==> src/rtl/id_imm_ctrl.sv <==
// Decode-side immediate controller: classifies the opcode, drives ImmSrc to the
// external immediate generator and captures ImmExt into a handshaked ID/EX register.
module id_imm_ctrl #(
  parameter logic [31:0] RESET_IMM = 32'h0000_0000,
  parameter int unsigned CNT_W     = 16
) (
  input  logic             clk,
  input  logic             rst_n,
  input  logic [31:0]      instr_id,
  input  logic [31:0]      pc_id,
  input  logic             valid_id,
  output logic             ready_id,
  output logic [2:0]       ImmSrc,
  output logic [24:0]      imm_field,
  input  logic [31:0]      ImmExt,
  output logic             valid_ex,
  input  logic             ready_ex,
  output logic [31:0]      imm_ex,
  output logic [31:0]      pc_ex,
  output logic [4:0]       rd_ex,
  output logic             has_imm_ex,
  output logic             illegal_ex,
  input  logic             flush,
  output logic [CNT_W-1:0] illegal_cnt
);

  typedef enum logic [2:0] {
    IMM_I = 3'b000,
    IMM_S = 3'b001,
    IMM_B = 3'b010,
    IMM_J = 3'b011,
    IMM_U = 3'b100
  } imm_src_e;

  imm_src_e   src_sel;
  logic       has_imm_d;
  logic       illegal_d;
  logic       no_rd;
  logic       accept;
  logic [4:0] rd_d;

  logic             valid_q;
  logic [31:0]      imm_q;
  logic [31:0]      pc_q;
  logic [4:0]       rd_q;
  logic             has_imm_q;
  logic             illegal_q;
  logic [CNT_W-1:0] cnt_q;

  always_comb begin
    src_sel   = IMM_I;
    has_imm_d = 1'b1;
    illegal_d = 1'b0;
    no_rd     = 1'b0;
    unique case (instr_id[6:0])
      7'b0010011, 7'b0000011, 7'b1100111, 7'b1110011: src_sel = IMM_I;
      7'b0100011: begin src_sel = IMM_S; no_rd = 1'b1; end
      7'b1100011: begin src_sel = IMM_B; no_rd = 1'b1; end
      7'b1101111: src_sel = IMM_J;
      7'b0110111, 7'b0010111: src_sel = IMM_U;
      7'b0110011: has_imm_d = 1'b0;
      default: begin has_imm_d = 1'b0; illegal_d = 1'b1; end
    endcase
  end

  assign ImmSrc    = src_sel;
  assign imm_field = instr_id[31:7];
  assign rd_d      = no_rd ? 5'd0 : instr_id[11:7];
  assign ready_id  = !valid_q || ready_ex;
  assign accept    = valid_id && ready_id && !flush;

  // Flush outranks accept and consume; a consume alone only drops valid and keeps stale data.
  always_ff @(posedge clk or negedge rst_n) begin
    if (!rst_n) begin
      valid_q   <= 1'b0;
      imm_q     <= RESET_IMM;
      pc_q      <= '0;
      rd_q      <= '0;
      has_imm_q <= 1'b0;
      illegal_q <= 1'b0;
      cnt_q     <= '0;
    end else if (flush) begin
      valid_q   <= 1'b0;
      imm_q     <= RESET_IMM;
      pc_q      <= '0;
      rd_q      <= '0;
      has_imm_q <= 1'b0;
      illegal_q <= 1'b0;
    end else if (accept) begin
      valid_q   <= 1'b1;
      imm_q     <= has_imm_d ? ImmExt : '0;
      pc_q      <= pc_id;
      rd_q      <= rd_d;
      has_imm_q <= has_imm_d;
      illegal_q <= illegal_d;
      if (illegal_d && (cnt_q != '1))
        cnt_q <= cnt_q + {{(CNT_W-1){1'b0}}, 1'b1};
    end else if (ready_ex) begin
      valid_q <= 1'b0;
    end
  end

  assign valid_ex    = valid_q;
  assign imm_ex      = imm_q;
  assign pc_ex       = pc_q;
  assign rd_ex       = rd_q;
  assign has_imm_ex  = has_imm_q;
  assign illegal_ex  = illegal_q;
  assign illegal_cnt = cnt_q;

endmodule
==> config.mk <==
export PLATFORM = sky130hd
export DESIGN_NAME = id_imm_ctrl
export DESIGN_NICKNAME = d
export VERILOG_FILES = /design/src/rtl/id_imm_ctrl.sv
export SDC_FILE = /design/constraint.sdc
export NUM_CORES = 1
export LEC_CHECK = 0
export ABC_AREA = 1
export CELL_PAD_IN_SITES_DETAIL_PLACEMENT = 1
export CELL_PAD_IN_SITES_GLOBAL_PLACEMENT = 1
export CORE_AREA = 10 10 132 134
export DETAILED_ROUTE_END_ITERATION = 8
export DIE_AREA = 0 0 142 144
export PLACE_DENSITY = 0.89
export SLEW_MARGIN = 20
export SYNTH_ARGS = -nofsm -noshare
export SYNTH_HDL_FRONTEND = slang
export SYNTH_SLANG_ARGS = --single-unit
export TNS_END_PERCENT = 50
==> constraint.sdc <==
create_clock -name clk -period 2.2 [get_ports clk]
set_clock_uncertainty 0.1 [all_clocks]
set_input_delay 0.22 -clock clk [delete_from_list [all_inputs] [get_ports clk]]
set_output_delay 0.22 -clock clk [all_outputs]
set_load 0.1 [all_outputs]
# Word-level counts from Yosys, hierarchy flattened
# Index checks and enable logic that the tools add are counted.
[classes]
addsub = 1
bitwise_logic = 1
n_eq_ne = 11
mux = 19
n_reduce_logical = 13
[op_table]
columns = ["operator", "n"]
rows = [
  ["2-to-1 mux 32 bit", 5],
  ["== test 7 bit (second input constant)", 4],
  ["== test 7 x 6 -> 1 bit (second input constant)", 3],
  ["adder 16 x 1 -> 16 bit (second input constant)", 1],
  ["inequality test 16 bit (second input constant)", 1],
  ["2-to-1 mux 5 bit", 3],
  ["== test 7 x 5 -> 1 bit (second input constant)", 2],
  ["case mux 3 bit (4 select lines)", 1],
  ["2-to-1 mux 1 bit", 10],
  ["OR reduction 10 bit", 1],
  ["OR reduction 9 bit", 1],
  ["== test 7 x 2 -> 1 bit (second input constant)", 1],
  ["OR reduction 2 bit", 2],
  ["logical AND 1 bit", 3],
  ["AND reduction 3 bit", 1],
  ["nonzero test 3 bit", 1],
  ["logical NOT 1 bit", 2],
  ["nonzero test 2 bit", 1],
  ["logical OR 1 bit", 1],
  ["inverter 1 bit", 1],
]
[word_totals]
register_bits = 88
wordCells = 52

# Logic depth before layout (Yosys ltp)
[logic_depth]
word_depth = 6
depth_mapped = 10
depth_no_buf = 9

# Worst setup path before layout
# Ideal clock, no wire load.
[synth_timing]
path_kind = "input to output"
startpoint = "in instr_id[1]"
endpoint = "out ImmSrc[0]"
arrival_ps = 2665
slack_ps = -785
cell_stages = 4
required_ps = 1880
path_cell_list = "nand2_1 -> inv_1 -> nand3_4 -> o21ai_0"
[synth_between]
elab_chain_len = 3
[synth_rtl]
columns = ["element", "line", "source"]
rows = [
  ["start, declared", "9", "input logic [31:0] instr_id,"],
  ["== test 7 x 6 -> 1 bit / == test 7 x 5 -> 1 bit (equally long branches)", "55", "unique case (instr_id[6:0])"],
  ["OR reduction 2 bit", "55", ""],
  ["case mux 3 bit (4 select lines) (*)", "55", ""],
  ["end, declared", "13", "output logic [2:0] ImmSrc,"],
]
# Every way passes the cells marked *; elsewhere a longest branch is shown, timed or not.

# Final worst setup path
[layout_timing]
startpoint = "in instr_id[5]"
endpoint = "out ImmSrc[0]"
# The elaborated chain is that of the path after synthesis.

==> impl_metrics.tcl <==
set metrics [dict create \
    status "finished clean" \
    synth_top_family_by_area "simple AND/OR/NAND/NOR gates" \
    detailed_place_hpwl_um 11400 \
    hold_path_class "primary input to asynchronous set/reset pin" \
    synth.most_common_cell "nand2_1" \
    hold_violations 0 \
    drtIter0Drc 185 \
    wl_per_cell_um 18.6 \
    setup_viol 0 \
    antenna_found_initial 0 \
    relSlewSlack_pct 65.5 \
    p_leak_nw 3.15 \
    clk_pin_slew_ns 0.07 \
    rows 45 \
    gr-usage-met1_pct 16.1 \
    synth_compound_area_share_pct 8.03 \
    diodes 0 \
    slew_violations 0 \
    worstPathRequired_ns 1.88 \
    overflow 0 \
    period_needed_ns 1.92 \
    h-tree-depth 3 \
    grt_max_degree 58 \
    crit_type "primary input to output pin" \
    via_count 3749 \
    fin_cells 794 \
    synth_top_area_share_pct 51.9 \
    numCtsBuffers 9 \
    ys.flop_type "dfrtp_1" \
    grtUsageMet3_pct 4.49 \
    grt_pass1_vias 4118 \
    yosysSeqAreaShare_pct 51.9 \
    syn_to_final_growth_pct 45.9 \
    wirelength_um 14800 \
    yosys.area.top_type "dfrtp_1" \
    finalCritPeriodShare_pct 87.3 \
    reg2reg_to "illegal_cnt[8]" \
    cts_tree "built" \
    crit_path_end_kind "output pin" \
    num-fill-cells 1718 \
    synthMuxAreaShare_pct 0 \
    cp.arrival_ns 1.60 \
    rsz0062_at_grt "false" \
    nets 703 \
    tightest_slew_ns 0.517 \
    dp.cells 777 \
    yosys_warnings 0 \
    cts_root_buffer "clkbuf_16" \
    pin_count 218 \
    grt_busiest_layer "met2" \
    yosys-top-cells-area "dfrtp_1 52%, nand2_1 12%, a22o_1 6.6%, buf_4 4.8%, nand3_1 4.5%" \
    r2r-start "illegal_cnt[6]" \
    fp.dieH_um 144 \
    use_met2_pct 25.3 \
    clk_latency_ns 0.34 \
    cp_max_fo 7 \
    startpoint_type "primary input" \
    synth_seq_cells 88 \
    synthXorXnorAreaFrac_pct 1.03 \
    dieArea_um2 20400 \
    fin_ws_ns 0.280 \
    p_per_area_nw_per_um2 750 \
    fin_area_um2 6190 \
    fmax_mhz 521 \
    synth_nets 553 \
    core_area_um2 14900 \
    drv_cap 0 \
    netlist_top_cells_count "140 x nand2_1, 88 x dfrtp_1, 38 x nand3_1, 32 x a22o_1, 27 x buf_4" \
    track_usage_pct 14.1 \
    place.gp.congestion 0.846 \
    ir_drop_mv 0.664 \
    crit_start "instr_id[5]" \
    async_flop_share_pct 100 \
    synthAdderAreaFrac_pct 0.295 \
    syn_area_per_cell_um2 9.40 \
    die_w_um 142 \
    dr.pass1.iters 4 \
    placed_area_um2 5880 \
    netlist-cell-type-count 28 \
    post-place-ws_ns 0.0488 \
    viasPerCell 4.72 \
    r2r_setup_slack_ns 0.29 \
    layout-drive-gt1-share_pct 25.7 \
    synth_cells 451 \
    cts.sinks 88 \
    grt_first_pass_wirelength_um 23200 \
    remaining_drc_errors 0 \
    netlist_area_um2 4240 \
    r2r_cells 6 \
    cts_buffer_depth 2 \
    drtAntennaViolNets 0 \
    yosys.area_share.simple_pct 28.2 \
    hold_ws_ns 0.300 \
    io_buffers 177 \
    synth_edf_count 0 \
    fin_total_pwr_mw 4.64 \
    start_util_pct 28.5 \
]
==> what timing repair did <==
action,CTS,global route
gates resized for setup,0,0
hold buffers,1,0
endpoints found under the setup margin,0,0
setup buffers,0,0
hold endpoints to repair,38,0
==> registers in the layout, indices dropped and copies added, names as in the netlist <==
name / cells
has_imm_ex: 1
illegal_cnt: 16
illegal_ex: 1
imm_ex: 32
pc_ex: 32
rd_ex: 5
valid_ex: 1
==> layer usage <==
metal / part of all wire [%] / vias up
met5: 0 / -
met4: 0.90 / 0
met3: 6.6 / 12
met2: 53 / 116
met1: 40 / 1855
li1: - / 1766
==> cell families (layout without fill, tap and decap cells) <==
logic type | Yosys count | count (layout)
buf+inv | 76 | 231
simple gates | 242 | 242
xor+xnor | 5 | 5
compound gates | 39 | 39
fa+ha+maj | 1 | 1
flops | 88 | 88
==> cell usage in the layout, fill, tap and decap left out, drive strengths merged <==
| master | synthesis | routed |
|---|---|---|
| nand2 | 144 | 144 |
| buf | 44 | 107 |
| dfrtp | 88 | 88 |
| clkdlybuf4s50 | 0 | 79 |
| nand3 | 51 | 51 |
| a22o | 32 | 32 |
| inv | 28 | 30 |
| nor2 | 26 | 26 |
| nand4 | 20 | 20 |
| clkbuf | 4 | 10 |
| a32o | 5 | 5 |
| xor2 | 5 | 5 |
| clkinvlp | 0 | 2 |
| o21ai | 1 | 1 |
| nand3b | 1 | 1 |
| a21oi | 1 | 1 |
| ha | 1 | 1 |
| bufinv | 0 | 1 |
| clkinv | 0 | 1 |
| dlygate4sd3 | 0 | 1 |
==> critical path, stage by stage <==
cell and delay [ns]:
clkdlybuf4s50_1 0.54, inv_1 0.10, nor2_2 0.13, nand3_4 0.14, o21ai_1 0.26, buf_12 0.21
==> final cells by class <==
type / count / area, µm² / share of cell area [%]
well taps: 188 / 235 / 3.80
repair buffers: 187 / 1750 / 28.3
clock buffers: 10 / 229 / 3.70
clock inverters: 6 / 67.6 / 1.09
flip-flops and latches: 88 / 2210 / 35.6
multi-input cells: 287 / 1590 / 25.7
inverters: 28 / 105 / 1.70
==> report_power, final <==
part / leakage [nW] / total [mW] / internal [mW] / switching, mW
clock network: 0.139 / 1.55 / 0.887 / 0.658
logic: 1.82 / 1.31 / 0.357 / 0.952
registers: 1.20 / 1.79 / 1.70 / 0.0811
total: 3.15 / 4.64 / 2.95 / 1.69
==> metrics by stage <==
step           util (%)  TNS (ns)
3_5_place_dp       39.6         0
5_1_grt            41.6         0
3_3_place_gp       39.6         0
4_1_cts            41.6         0
6_report           41.6         0
2_1_floorplan         -   -0.0258
==> worst max-delay path by stage <==
| stage | end | slack, ns | cells past startpoint |
|---|---|---|---|
| floorplan | ImmSrc[0] | -0.03 | 4 |
| global placement | illegal_cnt[11] | 0.15 | 10 |
| detailed placement | illegal_cnt[4] | 0.05 | 10 |
| CTS | ImmSrc[0] | 0.26 | 6 |
| global route | illegal_cnt[9] | 0.17 | 8 |
| finish | ImmSrc[0] | 0.28 | 6 |
Note: power is estimated with default switching activity, not from simulation.
